===== src/rtl/mcu_spi.sv =====
// SPI mode-0 slave front end for the MCU link: synchronizes the asynchronous SPI pins,
// deserializes MOSI into bytes with a start qualifier and serializes the reply byte on MISO.
module mcu_spi #(
    parameter int SYNC_STAGES = 2
) (
    input  logic       clk,
    input  logic       reset_n,
    input  logic       spi_io_ss,
    input  logic       spi_io_clk,
    input  logic       spi_io_din,
    output logic       spi_io_dout,
    output logic       data_in_strobe,
    output logic       data_in_start,
    output logic [7:0] data_in,
    input  logic [7:0] data_out
);

    logic [SYNC_STAGES-1:0] ss_sync_q, ss_sync_d;
    logic [SYNC_STAGES-1:0] sck_sync_q, sck_sync_d;
    logic [SYNC_STAGES-1:0] din_sync_q, din_sync_d;
    logic                   sck_dly_q, sck_dly_d;

    logic [2:0] bit_cnt_q, bit_cnt_d;
    logic [7:0] rx_q, rx_d;
    logic [7:0] tx_q, tx_d;
    logic [7:0] data_in_q, data_in_d;
    logic       first_q, first_d;
    logic       strobe_q, strobe_d;
    logic       start_q, start_d;

    logic ss_s, sck_s, din_s, sck_rise;

    always_comb begin
        ss_sync_d  = {ss_sync_q[SYNC_STAGES-2:0], spi_io_ss};
        sck_sync_d = {sck_sync_q[SYNC_STAGES-2:0], spi_io_clk};
        din_sync_d = {din_sync_q[SYNC_STAGES-2:0], spi_io_din};
        ss_s       = ss_sync_q[SYNC_STAGES-1];
        sck_s      = sck_sync_q[SYNC_STAGES-1];
        din_s      = din_sync_q[SYNC_STAGES-1];
        sck_dly_d  = sck_s;
        sck_rise   = sck_s & ~sck_dly_q;
    end

    always_comb begin
        bit_cnt_d = bit_cnt_q;
        rx_d      = rx_q;
        tx_d      = tx_q;
        data_in_d = data_in_q;
        first_d   = first_q;
        strobe_d  = 1'b0;
        start_d   = 1'b0;
        if (ss_s) begin
            // Deselected: any partial byte is dropped and the next byte is a frame start.
            bit_cnt_d = 3'd0;
            rx_d      = 8'd0;
            first_d   = 1'b1;
        end else if (sck_rise) begin
            rx_d      = {rx_q[6:0], din_s};
            bit_cnt_d = bit_cnt_q + 3'd1;
            if (bit_cnt_q == 3'd0) begin
                tx_d = data_out;
            end
            if (bit_cnt_q == 3'd7) begin
                data_in_d = {rx_q[6:0], din_s};
                strobe_d  = 1'b1;
                start_d   = first_q;
                first_d   = 1'b0;
            end
        end
    end

    always_ff @(posedge clk) begin
        if (!reset_n) begin
            ss_sync_q  <= '0;
            sck_sync_q <= '0;
            din_sync_q <= '0;
            sck_dly_q  <= 1'b0;
            bit_cnt_q  <= 3'd0;
            rx_q       <= 8'd0;
            tx_q       <= 8'd0;
            data_in_q  <= 8'd0;
            first_q    <= 1'b1;
            strobe_q   <= 1'b0;
            start_q    <= 1'b0;
        end else begin
            ss_sync_q  <= ss_sync_d;
            sck_sync_q <= sck_sync_d;
            din_sync_q <= din_sync_d;
            sck_dly_q  <= sck_dly_d;
            bit_cnt_q  <= bit_cnt_d;
            rx_q       <= rx_d;
            tx_q       <= tx_d;
            data_in_q  <= data_in_d;
            first_q    <= first_d;
            strobe_q   <= strobe_d;
            start_q    <= start_d;
        end
    end

    // Bit 0 of each byte comes straight from data_out because tx is only loaded on that rise.
    always_comb begin
        spi_io_dout = 1'b0;
        if (reset_n && !ss_s) begin
            if (bit_cnt_q == 3'd0) begin
                spi_io_dout = data_out[7];
            end else begin
                spi_io_dout = tx_q[3'd7 - bit_cnt_q];
            end
        end
    end

    assign data_in_strobe = strobe_q;
    assign data_in_start  = start_q;
    assign data_in        = data_in_q;

endmodule


===== config.mk =====
export PLATFORM = sky130hd
export DESIGN_NAME = mcu_spi
export DESIGN_NICKNAME = d
export VERILOG_FILES = /design/src/rtl/mcu_spi.sv
export SDC_FILE = /design/constraint.sdc
export NUM_CORES = 1
export LEC_CHECK = 0
export ABC_AREA = 1
export ABC_CLOCK_PERIOD_IN_PS = 1500
export BUFFER_PORTS_ARGS = -buffer_cell sky130_fd_sc_hd__buf_2
export CAP_MARGIN = 30
export CORE_MARGIN = 2
export CORE_UTILIZATION = 53
export DETAILED_ROUTE_END_ITERATION = 8
export PLACE_DENSITY_LB_ADDON = 0.12
export SKIP_CTS_REPAIR_TIMING = 1
export SLEW_MARGIN = 30
export SYNTH_ARGS = -nofsm -noshare
export SYNTH_HDL_FRONTEND = slang
export SYNTH_SLANG_ARGS = --single-unit

===== constraint.sdc =====
create_clock -name clk -period 1.5 [get_ports clk]
set_input_delay 0.225 -clock clk [delete_from_list [all_inputs] [get_ports clk]]
set_output_delay 0.225 -clock clk [all_outputs]
set_load 0.1 [all_outputs]

# Word level (Yosys, flattened, before mapping)

Cells that the tools add are included.

Reductions and logical operators: 9
Bitwise logic cells: 6
Muxes and demuxes: 5
$lt $le $gt $ge: 1
$add $sub $neg: 2
Equality and inequality tests: 1

Operators with widths:

| operator            | count |
|---|---|
| $reduce_and 3->1    | 2 |
| $not 1->1           | 5 |
| $lt 3x4->1 const B  | 1 |
| $mux 1              | 4 |
| $reduce_or 4->1     | 1 |
| $add 3x1->3 const B | 1 |
| $bmux 1 s3          | 1 |
| $eq 3x3->1 const B  | 1 |
| $logic_not 3->1     | 1 |
| $reduce_or 3->1     | 1 |
| $sub 3x3->3 const A | 1 |
| $reduce_and 2->1    | 1 |
| $reduce_or 2->1     | 1 |
| $and 1x1->1         | 1 |
| $logic_and 1x1->1   | 1 |
| $logic_not 1->1     | 1 |

Word-level logic and storage cells: 35
Bits of input ports: 13
Output and inout port bits: 11
Register bits: 36

# Depth between registers and ports, before layout

Depth in word-level cells: 5
Depth in mapped cells: 8
Depth with buffers taken out: 8

# Worst setup path before layout

Ideal clock, no wire load.

Kind: register to output
Start: reg bit_cnt_q[0]
End: out spi_io_dout
Path buffers: 0
Path slack: -0.354 ns
Arrival: 1.629 ns
Data required time: 1.275 ns
Cell stages (with the launch flop): 9
Path through: dfxtp_1 -> inv_2 -> ha_1 -> inv_1 -> nor2_2 -> nand2_1 -> nand3_1 -> nand2_1 -> inv_1

Word-level cells in the longest chain between the ends: 5
Elaborated cells on any way between the ends: 6
Those cells by class: add/sub (1); mux (4); reduce/logical (1)

RTL lines:

| item                         | RTL line | RTL |
|---|---|---|
| start, declared              | 23       | `logic [2:0] bit_cnt_q, bit_cnt_d;` |
| start signal, assigned       | 90       | `bit_cnt_q <= bit_cnt_d;` |
| $sub 3x3->3                  | 107      | `spi_io_dout = tx_q[3'd7 - bit_cnt_q];` |
| $bmux 1 s3                   | 107      |  |
| $mux 1 (not written as such) | 107      |  |
| $mux 1 *                     | 104      | `if (bit_cnt_q == 3'd0) begin` |
| $mux 1 *                     | 103      | `if (reset_n && !ss_s) begin` |
| end, declared                | 11       | `output logic spi_io_dout,` |

Every way passes the cells marked *; elsewhere a longest branch is shown, timed or not. The select of a mux whose other input is x is not followed.

# Final worst setup path

Ends and elaborated chain as after synthesis.

==> results.py <==
metrics = {
    "logic_synthesis": {
        "synth_top_area_share_pct": 51.61,
        "synth_nets": 191,
        "most_repeated_cell_in_the_gate_level_netlist_after_synthesis": "dfxtp_1",
        "count_of_mapped_cells_out_of_synthesis": 175,
        "warnings_from_yosys": 0,
        "synth_cell_types": 20,
        "syn-cell-area_um2": 1396,
        "syn_area_per_cell_um2": 7.979,
        "yosysSeqAreaShare_pct": 51.61,
        "netlist_top_cells_area": "dfxtp_1 52%, nand2_1 7.8%, nor2_1 7.8%",
        "netlist_top_cells_count": "36 x dfxtp_1, 29 x nand2_1, 29 x nor2_1",
        "synth_top_cell_by_area": "dfxtp_1",
        "synthFlopType": "dfxtp_1",
        "ys_ff_latch": 36,
        "synth-async-reset-ratio_pct": 0,
        "synth-edff-count": 0,
    },
    "power": {
        "power.static_leakage_uw": 0.0007819,
        "power.density_nw_per_um2": 1046,
        "peak_supply_drop_mv": 0.8926,
    },
    "placement": {
        "place_inst": 227,
        "place_congestion": 0.8647,
        "count_of_buffers_from_port_buffering": 23,
        "placed_area_um2": 1592,
        "hpwlAfterDp_um": 1856,
        "dp_slack_ns": 0.07894,
    },
    "final_layout": {
        "fin_nets": 220,
        "insertedDiodeCount": 0,
        "area_delta_synth_final_pct": 20.16,
        "finish.utilization_pct": 67.73,
        "final-instance-count-excl-fill": 235,
        "number_of_filler_cells_placed_in_the_layout": 226,
        "final_layout_size_suffix_gt1_share_pct": 25.37,
        "finish.instance_area_um2": 1678,
    },
    "worst_hold_path": {
        "min_from": "spi_io_din",
        "classification_of_the_worst_slack_hold_path": "in2reg",
    },
    "drt": {
        "first_iter_violations": 32,
        "finalWirelength_um": 2511,
        "wire_per_inst_um": 10.69,
        "route.detailed.drc": 0,
        "post_drt_via_cell_ratio": 4.906,
        "remaining_number_of_nets_flagged_by_the_antenna_check_after_routing": 0,
        "vias": 1153,
        "firstDrtPassIters": 4,
    },
    "clock_network": {
        "numCtsBuffers": 5,
        "clockBufferDepth": 2,
        "numClockSinks": 36,
        "clk_latency_worst_skew_pair_ns": 0.34,
        "tritoncts_clock_tree": "built",
        "cts-root-buf": "clkbuf_4",
        "cts.reportedPaths.clkPinSlew_ns": 0.10,
        "cts.htree.levels": 2,
    },
    "floorplanning": {
        "placementRows": 18,
        "floorplan.die_area_um2": 3061,
        "die_y_um": 55.33,
        "core_region_area_um2": 2477,
        "initial_utilization_pct": 56.36,
        "i_o_pins": 24,
        "die_w_um": 55.33,
    },
    "timing": {
        "unrepaired_setup_endpoints_after_global_routing": "yes",
        "achievable-frequency_mhz": 571.9,
        "drv_slew": 0,
        "fin_worst_skew_ns": 0.004269,
        "hold-worst-slack_ns": 0.06454,
        "postLayoutSetupSlackWorst_ns": -0.2485,
        "final_worst_path_period_need_ns": 1.749,
        "setup_viol_count_final": 1,
        "timing.slew.headroom_pct": 67.53,
        "fin_crit_sh_pct": 116.6,
        "hold_violations": 0,
        "max_slew.worst_pin.slew_ns": 0.4905,
    },
    "setup_path": {
        "crit_type": "reg2out",
        "crit-reg2reg-launch": "bit_cnt_q[0]",
        "crit_path_launch_type": "flip-flop",
        "critPathCaptureType": "primary output",
        "cp_max_fo": 8,
        "timing.critical_path.required_ns": 1.27,
        "cp_data_arrival_time_ns": 1.52,
        "startpoint": "bit_cnt_q[0]",
    },
    "global_route": {
        "grt_first_pass_wirelength_um": 4305,
        "grt_start_max_net_pins": 20,
        "grt_pass1_vias": 987,
        "overflow_left_after_global_routing": 0,
        "global_route.usage.total_pct": 17.89,
        "grt_antenna_before_repair": 0,
    },
    "outcome": {
        "violated_checks": "negative setup slack",
        "outcome": "complete, but fails checks",
    },
    "job": {
        "max_cap_violations": 0,
    },
}
-- cells by family (layout without fill, tap and decap cells) --
logic type      after synthesis  after routing  synth area share (%)
compound gates               35             35                 13.08
buf+inv                      26             56                 8.153
fa+ha+maj                     3              3                 2.688
simple gates                 75             75                 24.46
flops                        36             36                 51.61
-- layer usage --
metal	routed length (um)	GRT usage (%)	share of wire [%]	up-vias
met4	31	7.317	1.2	0
met1	1165	22.60	46	507
met3	168	8.431	6.7	4
met2	1145	26.19	46	31
li1	-	-	-	611
met5	0	0	0	-
-- worst paths after layout --
path,endpoint,slack (ns),depth (start not counted)
setup / recovery,spi_io_dout,-0.25,9
setup reg to reg,tx_q[3],0.10,8
hold reg to reg,din_sync_q[1],0.43,2
hold / removal,din_sync_q[0],0.06,3
-- sequential cells by signal (all words and copies together) (netlist names), 2 cells and up --
name	count
tx_q	8
bit_cnt_q	3
ss_sync_q	2
din_sync_q	2
sck_sync_q	2
rx_q	7
data_in	8
-- worst max-delay path: stages (launching register included) --
cell        delay (ns)
dfxtp_4           0.42
inv_8             0.06
ha_4              0.15
inv_2             0.06
nor2_4            0.04
nand2_1           0.07
nand3_2           0.06
nand2_2           0.08
clkinvlp_4        0.09
buf_12            0.17
-- report_power, final --
part           leakage, uW  internal, uW  total [uW]  switching [uW]
Combinational     0.000447          64.4         162            97.9
Clock            0.0000404           282         592             310
Sequential        0.000294           982        1000            18.5
-- metrics by stage --
stage / total power [uW] / TNS, ns
after detailed placement: 1183 / 0
after global routing: 1848 / -0.3363
after CTS: 1779 / -0.3102
after floorplan: 1134 / -0.03039
final: 1755 / -0.2485
after global placement: 1177 / 0
-- cell usage in the layout (no fill, tap or decap), drive strengths merged --
cell      count
dfxtp        36
nor2         32
nand2        32
buf          27
o21ai        22
inv          19
a21oi        13
nand3        10
clkbuf        7
ha            3
clkinv        2
clkinvlp      1
nor3b         1
-- final cells by class --
type	instances	area, um2	area share, %
clock buffers	7	66.31	3.952
clock inverters	1	5.005	0.2983
inverters	21	93.84	5.593
multi-input cells	113	586.8	34.97
flip-flops and latches	36	728.2	43.40
well taps	30	37.54	2.237
repair buffers	27	160.2	9.545
Note: power is estimated with default switching activity, not from simulation.
